[src/rtl/uart_tx_fifo.sv]
`default_nettype none
// ============================================================================
// Module      : uart_tx_fifo
// Description : UART transmitter fed by a word FIFO; back-to-back framing with
//               optional parity and, with UART_TX_STOP2_EN, two stop bits.
// Revision    : 1.0 - initial release
// ============================================================================
module uart_tx_fifo #(
    parameter int DEPTH = 8,
    parameter int DIV_W = 16
) (
    input  logic                     clk,
    input  logic                     reset,
    input  logic                     cs,
    input  logic                     we,
    input  logic [7:0]               data,
    input  logic                     bit8,
    input  logic                     parity_en,
    input  logic                     odd_n_even,
    input  logic                     stop2,
    input  logic [DIV_W-1:0]         divisor,
    input  logic                     ovf_clr,
    output logic                     txrdy,
    output logic                     tx,
    output logic                     busy,
    output logic [$clog2(DEPTH):0]   fifo_count,
    output logic                     overflow
);

    localparam int                c_addr_w = $clog2(DEPTH);
    localparam logic [c_addr_w:0] c_full   = (c_addr_w + 1)'(DEPTH);

    typedef enum logic [2:0] {
        ST_IDLE   = 3'd0,
        ST_START  = 3'd1,
        ST_DATA   = 3'd2,
        ST_PARITY = 3'd3,
        ST_STOP1  = 3'd4
`ifdef UART_TX_STOP2_EN
        , ST_STOP2 = 3'd5
`endif
    } state_t;

    logic [7:0]          r_mem [DEPTH];
    logic [c_addr_w-1:0] r_wr_ptr, r_rd_ptr;
    logic [c_addr_w:0]   r_count;
    logic                r_overflow;

    state_t              r_state, w_state_next;
    logic [DIV_W-1:0]    r_baud, w_baud_next, w_div_m1;
    logic [2:0]          r_bit_idx, w_idx_next;
    logic [7:0]          r_shift, w_shift_next;
    logic                r_tx, w_tx_next;
    logic                r_bit8, r_par_en, r_parity;
`ifdef UART_TX_STOP2_EN
    logic                r_stop2;
`else
    logic                w_unused_stop2;
    assign w_unused_stop2 = stop2;
`endif

    logic       w_full, w_empty, w_push, w_drop, w_pop, w_bit_end, w_frame_done;
    logic [7:0] w_head, w_head_bits;
    logic       w_par;

    assign w_full      = (r_count == c_full);
    assign w_empty     = (r_count == '0);
    assign w_push      = cs & we & ~w_full;
    assign w_drop      = cs & we & w_full;
    assign w_head      = r_mem[r_rd_ptr];
    assign w_head_bits = bit8 ? w_head : {1'b0, w_head[6:0]};
    assign w_par       = odd_n_even ^ (^w_head_bits);
    assign w_div_m1    = (divisor == '0) ? '0 : divisor - DIV_W'(1);
    assign w_bit_end   = (r_baud == '0);

    assign txrdy      = ~w_full;
    assign tx         = r_tx;
    assign busy       = (r_state != ST_IDLE);
    assign fifo_count = r_count;
    assign overflow   = r_overflow;

    always_comb begin
        w_state_next = r_state;
        w_baud_next  = w_bit_end ? w_div_m1 : r_baud - DIV_W'(1);
        w_idx_next   = r_bit_idx;
        w_shift_next = r_shift;
        w_pop        = 1'b0;
        w_frame_done = 1'b0;
        w_tx_next    = 1'b1;
        case (r_state)
            ST_IDLE: begin
                w_baud_next = r_baud;
                w_pop       = ~w_empty;
            end
            ST_START: if (w_bit_end) begin
                w_state_next = ST_DATA;
                w_idx_next   = 3'd0;
            end
            ST_DATA: if (w_bit_end) begin
                if (r_bit_idx == (r_bit8 ? 3'd7 : 3'd6)) begin
                    w_state_next = r_par_en ? ST_PARITY : ST_STOP1;
                end else begin
                    w_idx_next   = r_bit_idx + 3'd1;
                    w_shift_next = {1'b0, r_shift[7:1]};
                end
            end
            ST_PARITY: if (w_bit_end) w_state_next = ST_STOP1;
            ST_STOP1: if (w_bit_end) begin
`ifdef UART_TX_STOP2_EN
                if (r_stop2) w_state_next = ST_STOP2;
                else         w_frame_done = 1'b1;
`else
                w_frame_done = 1'b1;
`endif
            end
`ifdef UART_TX_STOP2_EN
            ST_STOP2: if (w_bit_end) w_frame_done = 1'b1;
`endif
            default: w_state_next = ST_IDLE;
        endcase

        // End of the last stop bit chains straight into the next start bit
        if (w_frame_done) begin
            w_state_next = ST_IDLE;
            w_pop        = ~w_empty;
        end
        if (w_pop) begin
            w_state_next = ST_START;
            w_baud_next  = w_div_m1;
            w_shift_next = w_head;
            w_idx_next   = 3'd0;
        end

        case (w_state_next)
            ST_START:  w_tx_next = 1'b0;
            ST_DATA:   w_tx_next = w_shift_next[0];
            ST_PARITY: w_tx_next = r_parity;
            default:   w_tx_next = 1'b1;
        endcase
    end

    always_ff @(posedge clk) begin
        if (w_push) r_mem[r_wr_ptr] <= data;
    end

    always_ff @(posedge clk or negedge reset) begin
        if (!reset) begin
            r_state    <= ST_IDLE;
            r_baud     <= '0;
            r_bit_idx  <= 3'd0;
            r_shift    <= 8'd0;
            r_tx       <= 1'b1;
            r_bit8     <= 1'b1;
            r_par_en   <= 1'b0;
            r_parity   <= 1'b0;
`ifdef UART_TX_STOP2_EN
            r_stop2    <= 1'b0;
`endif
            r_wr_ptr   <= '0;
            r_rd_ptr   <= '0;
            r_count    <= '0;
            r_overflow <= 1'b0;
        end else begin
            r_state   <= w_state_next;
            r_baud    <= w_baud_next;
            r_bit_idx <= w_idx_next;
            r_shift   <= w_shift_next;
            r_tx      <= w_tx_next;
            if (w_pop) begin
                r_bit8   <= bit8;
                r_par_en <= parity_en;
                r_parity <= w_par;
`ifdef UART_TX_STOP2_EN
                r_stop2  <= stop2;
`endif
                r_rd_ptr <= r_rd_ptr + 1'b1;
            end
            if (w_push) r_wr_ptr <= r_wr_ptr + 1'b1;
            case ({w_push, w_pop})
                2'b10:   r_count <= r_count + 1'b1;
                2'b01:   r_count <= r_count - 1'b1;
                default: r_count <= r_count;
            endcase
            if (w_drop)       r_overflow <= 1'b1;
            else if (ovf_clr) r_overflow <= 1'b0;
        end
    end

endmodule
`default_nettype wire

[config.mk]
export PLATFORM = sky130hd
export DESIGN_NAME = uart_tx_fifo
export DESIGN_NICKNAME = d
export VERILOG_FILES = /design/src/rtl/uart_tx_fifo.sv
export SDC_FILE = /design/constraint.sdc
export NUM_CORES = 1
export LEC_CHECK = 0
export CAP_MARGIN = 10
export CELL_PAD_IN_SITES_DETAIL_PLACEMENT = 1
export CELL_PAD_IN_SITES_GLOBAL_PLACEMENT = 1
export CORE_MARGIN = 5
export CORE_UTILIZATION = 50
export CTS_BUF_LIST = sky130_fd_sc_hd__clkbuf_4 sky130_fd_sc_hd__clkbuf_8
export DETAILED_ROUTE_END_ITERATION = 10
export GPL_ROUTABILITY_DRIVEN = 1
export PLACE_DENSITY_LB_ADDON = 0.2
export REMOVE_ABC_BUFFERS = 1
export SYNTH_ARGS = -nofsm -noshare
export SYNTH_HDL_FRONTEND = slang
export SYNTH_SLANG_ARGS = --single-unit
[constraint.sdc]
create_clock -name clk -period 4.1 [get_ports clk]
set_input_delay 0.82 -clock clk [delete_from_list [all_inputs] [get_ports clk]]
set_output_delay 0.82 -clock clk [all_outputs]
set_load 0.005 [all_outputs]
# After elaboration in Yosys (flattened, before gate mapping)
# Memories as Yosys holds them, arrays and structs flattened.
# Index checks and enable logic that the tools add are counted.
dict set report op_classes {
  n_addsub 7
  multipliers 0
  n_div 0
  n_lt_le_gt_ge 0
  n_eq_ne 16
  shifts 0
  n_mux 33
  bitwise 6
  n_reduce_logical 14
}
# operator count
set ops {}
lappend ops {{16-bit 2-to-1 mux} 4}
lappend ops {{8-bit 2-to-1 mux} 5}
lappend ops {{3-bit 2-to-1 mux} 11}
lappend ops {{16-bit zero test} 2}
lappend ops {{16-bit by 1-bit subtractor with 16-bit output (second input constant)} 2}
lappend ops {{3-bit by 2-bit equality test with 1-bit output (second input constant)} 4}
lappend ops {{3-bit case mux with 4 select lines} 1}
lappend ops {{3-bit by 1-bit adder with 3-bit output (second input constant)} 3}
lappend ops {{1-bit 2-to-1 mux} 9}
lappend ops {{3-bit inequality test (second input constant)} 3}
lappend ops {{4-bit case mux with 2 select lines} 1}
lappend ops {{2-bit nonzero test} 4}
lappend ops {{8-bit parity} 1}
lappend ops {{3-bit by 1-bit equality test with 1-bit output (second input constant)} 2}
lappend ops {{3-bit case mux with 2 select lines} 1}
lappend ops {{3-bit nonzero test} 2}
lappend ops {{4-bit by 1-bit adder with 4-bit output (second input constant)} 1}
lappend ops {{4-bit equality test (second input constant)} 1}
lappend ops {{4-bit zero test} 1}
lappend ops {{2-bit inequality test (second input constant)} 2}
lappend ops {{4-bit AND reduction} 1}
lappend ops {{4-bit by 1-bit subtractor with 4-bit output (second input constant)} 1}
lappend ops {{1-bit bitwise AND} 3}
lappend ops {{3-bit equality test} 1}
lappend ops {{9 further kinds} 10}
dict set report word_totals {
  register_bits 45
  latch_bits 0
  mem_bits_rw 64
  mem_bits_ro 0
  inputBits 33
  out_inout_bits 8
  mem_count 1
}
# memory words word_bits rd rd_clocked_by_memory_dff write_ports line_no
set memory_table {}
lappend memory_table {r_mem 8 8 1 0 1 44} ;# logic [7:0] r_mem [DEPTH];

# Longest topological paths before layout
dict set report logic_depth {
  word_depth 9
  ltp_mapped 14
  mapped_depth_nobuf 14
}

# Least setup slack after synthesis
# OpenSTA, ideal clock, no wires.
dict set report synth_timing {
  kind {reg2reg}
  startpoint {register r_baud[10]}
  endpoint {register r_count[3] (netlist: fifo_count[3])}
  setup_time_ns 0.126
  t_arrival_ns 2.904
  t_required_ns 3.974
  slack_ns 1.070
  stages_incl_launch_ff 15
  synth_period_minus_slack_ns 3.030
  cell_sequence {dfrtp_1 > or3_1 > buf_2 > or2_1 > buf_6 > o31ai_1 > nand2_1 > clkinv_1 > ha_1 > ha_1 > a21o_1 > a21oi_1 > xnor2_1 > nor2_1 > xor2_1}
}
dict set report synth_via {
  elab_chain_cells 6
}
# item line_no
set synth_rtl {}
lappend synth_rtl {{start, declared} 50} ;# logic [DIV_W-1:0] r_baud, w_baud_next, w_div_m1;
lappend synth_rtl {{start signal, assigned} 165} ;# r_baud <= w_baud_next;
lappend synth_rtl {{16-bit zero test (*)} 74} ;# assign w_bit_end = (r_baud == '0);
lappend synth_rtl {{1-bit 2-to-1 mux (*)} 108} ;# ST_STOP1: if (w_bit_end) begin
lappend synth_rtl {{1-bit 2-to-1 mux (*)} 90} ;# case (r_state)
lappend synth_rtl {{1-bit 2-to-1 mux (*)} 123} ;# if (w_frame_done) begin
lappend synth_rtl {{named net w_pop} 62} ;# logic w_full, w_empty, w_push, w_drop, w_pop, w_bit_end, w_frame_done;
lappend synth_rtl {{2-bit by 1-bit equality test with 1-bit output / 2-bit equality test (equally long branches)} 179} ;# case ({w_push, w_pop})
lappend synth_rtl {{4-bit case mux with 2 select lines / 2-bit nonzero test (equally long branches)} -}
lappend synth_rtl {{end signal, assigned} 180} ;# 2'b10: r_count <= r_count + 1'b1;
lappend synth_rtl {{end signal, assigned} 181} ;# 2'b01: r_count <= r_count - 1'b1;
lappend synth_rtl {{end signal, assigned} 182} ;# default: r_count <= r_count;
lappend synth_rtl {{end, declared} 46} ;# logic [c_addr_w:0] r_count;
# The timed path passes the listed nets; every way through them passes the cells marked *.
# A chain may end at the register's enable or synchronous reset.

# Final worst setup path
dict set report layout_timing {
  startpoint {register r_baud[0]}
  endpoint {register r_count[3] (netlist: fifo_count[3])}
}
# Same word-level chain as after synthesis.

==> metrics.txt <==
result of the run=completed; register area share after synthesis=0.572; remaining design rule violation count=0; net load switching power=1.23 mW; Final Hold Slack=0.523 ns; Tcrit/Tclk final=0.891; number of stages on the worst hold path=2; clock root buffer=sky130_fd_sc_hd__clkbuf_8; quantity of I/O buffers inserted on ports=39; Tot GR Track Use=0.202; maximum frequency from static timing analysis=274 MHz; final hold vios=0; fin crit period=3.65 ns; post-route ant nets=0; Floorplan Core Area=0.0104 mm^2; gr ovfl total=0; Routed WL=12100 um; Overall Power=3.54 mW; Crit Path Max Fanout=8; total placed instance area=0.00588 mm^2; routed vias/inst=5.85; switch share=0.347; ys async rst share=0.413; combinational group share of total power=0.356; max_slew headroom=0.304; initial antenna violation count=0; DR vias=3584; number of synthesized flops with an enable pin=64; mux contribution to synthesized area=0.113; max-slew violation count=0; path depth of the worst reg2reg path=14; portion of total power attributed to sequential cells=0.463; Setup Skew=0.0150 ns; # resized after CTS=0; total number of H-tree levels=3; library cells used by synthesis=56; share of the synthesized area in compound gates (AO/OA/AOI/OAI)=0.0976; data arrival at the endpoint of the critical path=3.92 ns; Avg Synthesized Cell Area=12.5 um^2; TritonCTS clock tree=yes; Setup CP Type=register to register; Adder-Cell Fraction of Synth Area=0.0225; class of the most critical hold timing path=register to register; register area=0.00305 mm^2; static leakage=2.21 nW; clock network fraction of design power=0.182; Die Span Y=113 um; clock latency on the worst-skew pair=0.38 ns; clk slew on worst S/H paths=0.11 ns; largest net degree at the start of global routing=46; First-pass DRT Iterations=4; XOR/XNOR share of the synthesized area=0.0420; Layout Utilization=0.587; CTS hold repair buffers=0; total clock sinks=109; slew of the pin with the lowest slew margin=1.04 ns; initial core utilization=0.514; final worst slack=0.448 ns; number of cells after detailed placement=597; x dimension of the die=113 um; unrepaired setup endpoints after global routing=false; via count of the first global-routing pass=3921; required time of the worst setup path=4.37 ns; full die area=0.0128 mm^2; Starting DRT DRC Count=226; layout-stage area growth over the synthesis result=14.1%; combinational family with the most area after synthesis=simple AND/OR/NAND/NOR gates; # diodes=0; launching element type of the critical path=register; fraction of final layout cells sized beyond drive strength 1=0.126; total non-filler cell area in the finished layout=0.00608 mm^2; final-layout setup total negative slack=0 ns; filler cell count in the final layout=1080; setup violators final=0; number of nets at the end of the flow=514; number of CTS-inserted buffers=9; Power Density=582 mW/mm^2; internal power component=2.31 mW; combined area of all synthesized cells=0.00533 mm^2; routability-driven placement congestion ratio=0.804; first-pass GRT wire length=20300 um; number of instances in the synthesized netlist=428; total number of yosys warnings=0; number of rows created at floorplan=37; half-perimeter wire length after detailed placement=9000 um; fraction of the mapped netlist area in simple logic gates=0.124; Multi-input gate area=0.00213 mm^2; number of standard cells in the final layout excluding fillers=613; number of buffers inserted to repair setup after CTS=0; predominant post-synthesis flop cell=sky130_fd_sc_hd__edfxtp_1; I/O pin count=41; MaxCap Viol Count=0; Placement Setup Slack=0.512 ns; post-DR wirelength/cell=19.7 um; maximum vdd drop=0.383 mV; number of synthesized register bits=109; clk buf depth=2; Worst setup EP type=register
cell type report:
cell class | instances | area share
sequential | 109 | 0.502
multi-input combinational | 285 | 0.350
timing repair buffer | 51 | 0.0782
tap | 136 | 0.0280
clock buffer | 9 | 0.0204
clock inverter | 7 | 0.0123
inverter | 16 | 0.00987
flip-flops by register name (all words and copies together), names as in the netlist:
signal	count
r_state	3
r_baud	16
r_par_en	1
r_mem	64
r_parity	1
r_rd_ptr	3
fifo_count	4
r_bit8	1
r_shift	8
r_wr_ptr	3
overflow	1
tx	1
r_bit_idx	3
cell families (layout without fill, tap and decap cells):
| family | after synthesis | after routing |
|---|---|---|
| simple gates | 129 | 129 |
| flops | 109 | 109 |
| compound gates | 84 | 84 |
| mux | 39 | 39 |
| buf+inv | 34 | 83 |
| xor+xnor | 24 | 24 |
| fa+ha+maj | 9 | 9 |
critical path, cell delays in order, from the launching register on:
cell and delay [ns]:
sky130_fd_sc_hd__dfrtp_1 0.42, sky130_fd_sc_hd__inv_1 0.07, sky130_fd_sc_hd__ha_1 0.19, sky130_fd_sc_hd__nor4b_1 0.53, sky130_fd_sc_hd__nand3_1 0.33, sky130_fd_sc_hd__o31ai_1 0.45
sky130_fd_sc_hd__nand2_1 0.14, sky130_fd_sc_hd__clkinv_1 0.22, sky130_fd_sc_hd__ha_1 0.26, sky130_fd_sc_hd__ha_1 0.25, sky130_fd_sc_hd__a21o_1 0.17, sky130_fd_sc_hd__a21oi_1 0.16
sky130_fd_sc_hd__xnor2_1 0.14, sky130_fd_sc_hd__nor2_1 0.07, sky130_fd_sc_hd__xor2_1 0.14
worst paths after layout:
kind / startpoint / endpoint / slack (ns)
setup / recovery: r_baud[0]$_DFFE_PN0P_ / fifo_count[3]$_DFFE_PN0P_ / 0.45
hold / removal: r_shift[7]$_DFFE_PN0P_ / r_shift[7]$_DFFE_PN0P_ / 0.52
setup reg to reg: r_baud[0]$_DFFE_PN0P_ / fifo_count[3]$_DFFE_PN0P_ / 0.45
hold reg to reg: r_shift[7]$_DFFE_PN0P_ / r_shift[7]$_DFFE_PN0P_ / 0.52
max in group asynchronous: reset / r_shift[3]$_DFFE_PN0P_ / 2.84
min in group asynchronous: reset / r_baud[10]$_DFFE_PN0P_ / 0.61
Yosys cell counts (all sizes together), types with 5 or more instances:
| cell type | count | area, um^2 |
|---|---|---|
| nand2 | 30 | 113 |
| mux2i | 13 | 130 |
| xnor2 | 16 | 140 |
| dfrtp | 43 | 1080 |
| nand2b | 6 | 37.5 |
| inv | 15 | 56.3 |
| o21ai | 33 | 165 |
| edfxtp | 64 | 1920 |
| mux4 | 16 | 360 |
| a22o | 8 | 70.1 |
| nor2 | 34 | 128 |
| nor4 | 5 | 46.3 |
| or3 | 6 | 37.5 |
| ha | 8 | 100 |
| a21oi | 19 | 95.1 |
| xor2 | 7 | 61.3 |
| mux2 | 10 | 113 |
| buf | 7 | 52.5 |
| nand3 | 9 | 45.0 |
| nor3 | 16 | 80.1 |
| clkbuf | 11 | 41.3 |
power groups by stage:
stage / combinational, mW / sequential (mW) / clock (mW)
after floorplan: 0.863 / 1.63 / 0
after global placement: 1.19 / 1.65 / 0
after detailed placement: 1.28 / 1.66 / 0
after CTS: 1.28 / 1.64 / 0.666
after global routing: 1.38 / 1.68 / 0.714
final: 1.26 / 1.64 / 0.644
metal layers:
metal | global-route usage | share of wire
met2 | 0.342 | 0.51
met1 | 0.270 | 0.45
met3 | 0.0369 | 0.027
met4 | 0.0489 | 0.013
met5 | 0 | 0
placed cells by master, fill, tap and decap left out, drive strengths merged, types with 7 or more instances in the layout:
| master | Yosys | final |
|---|---|---|
| inv | 15 | 19 |
| dfrtp | 43 | 43 |
| clkbuf | 11 | 9 |
| mux4 | 16 | 16 |
| xor2 | 7 | 7 |
| buf | 7 | 13 |
| a22o | 8 | 8 |
| a21oi | 19 | 19 |
| ha | 8 | 8 |
| mux2i | 13 | 13 |
| edfxtp | 64 | 64 |
| xnor2 | 16 | 16 |
| clkdlybuf4s50 | 0 | 38 |
| nand2 | 30 | 30 |
| nand3 | 9 | 9 |
| mux2 | 10 | 10 |
| nor2 | 34 | 34 |
| o21ai | 33 | 33 |
| nor3 | 16 | 16 |
(Power assumes the default switching activity.)
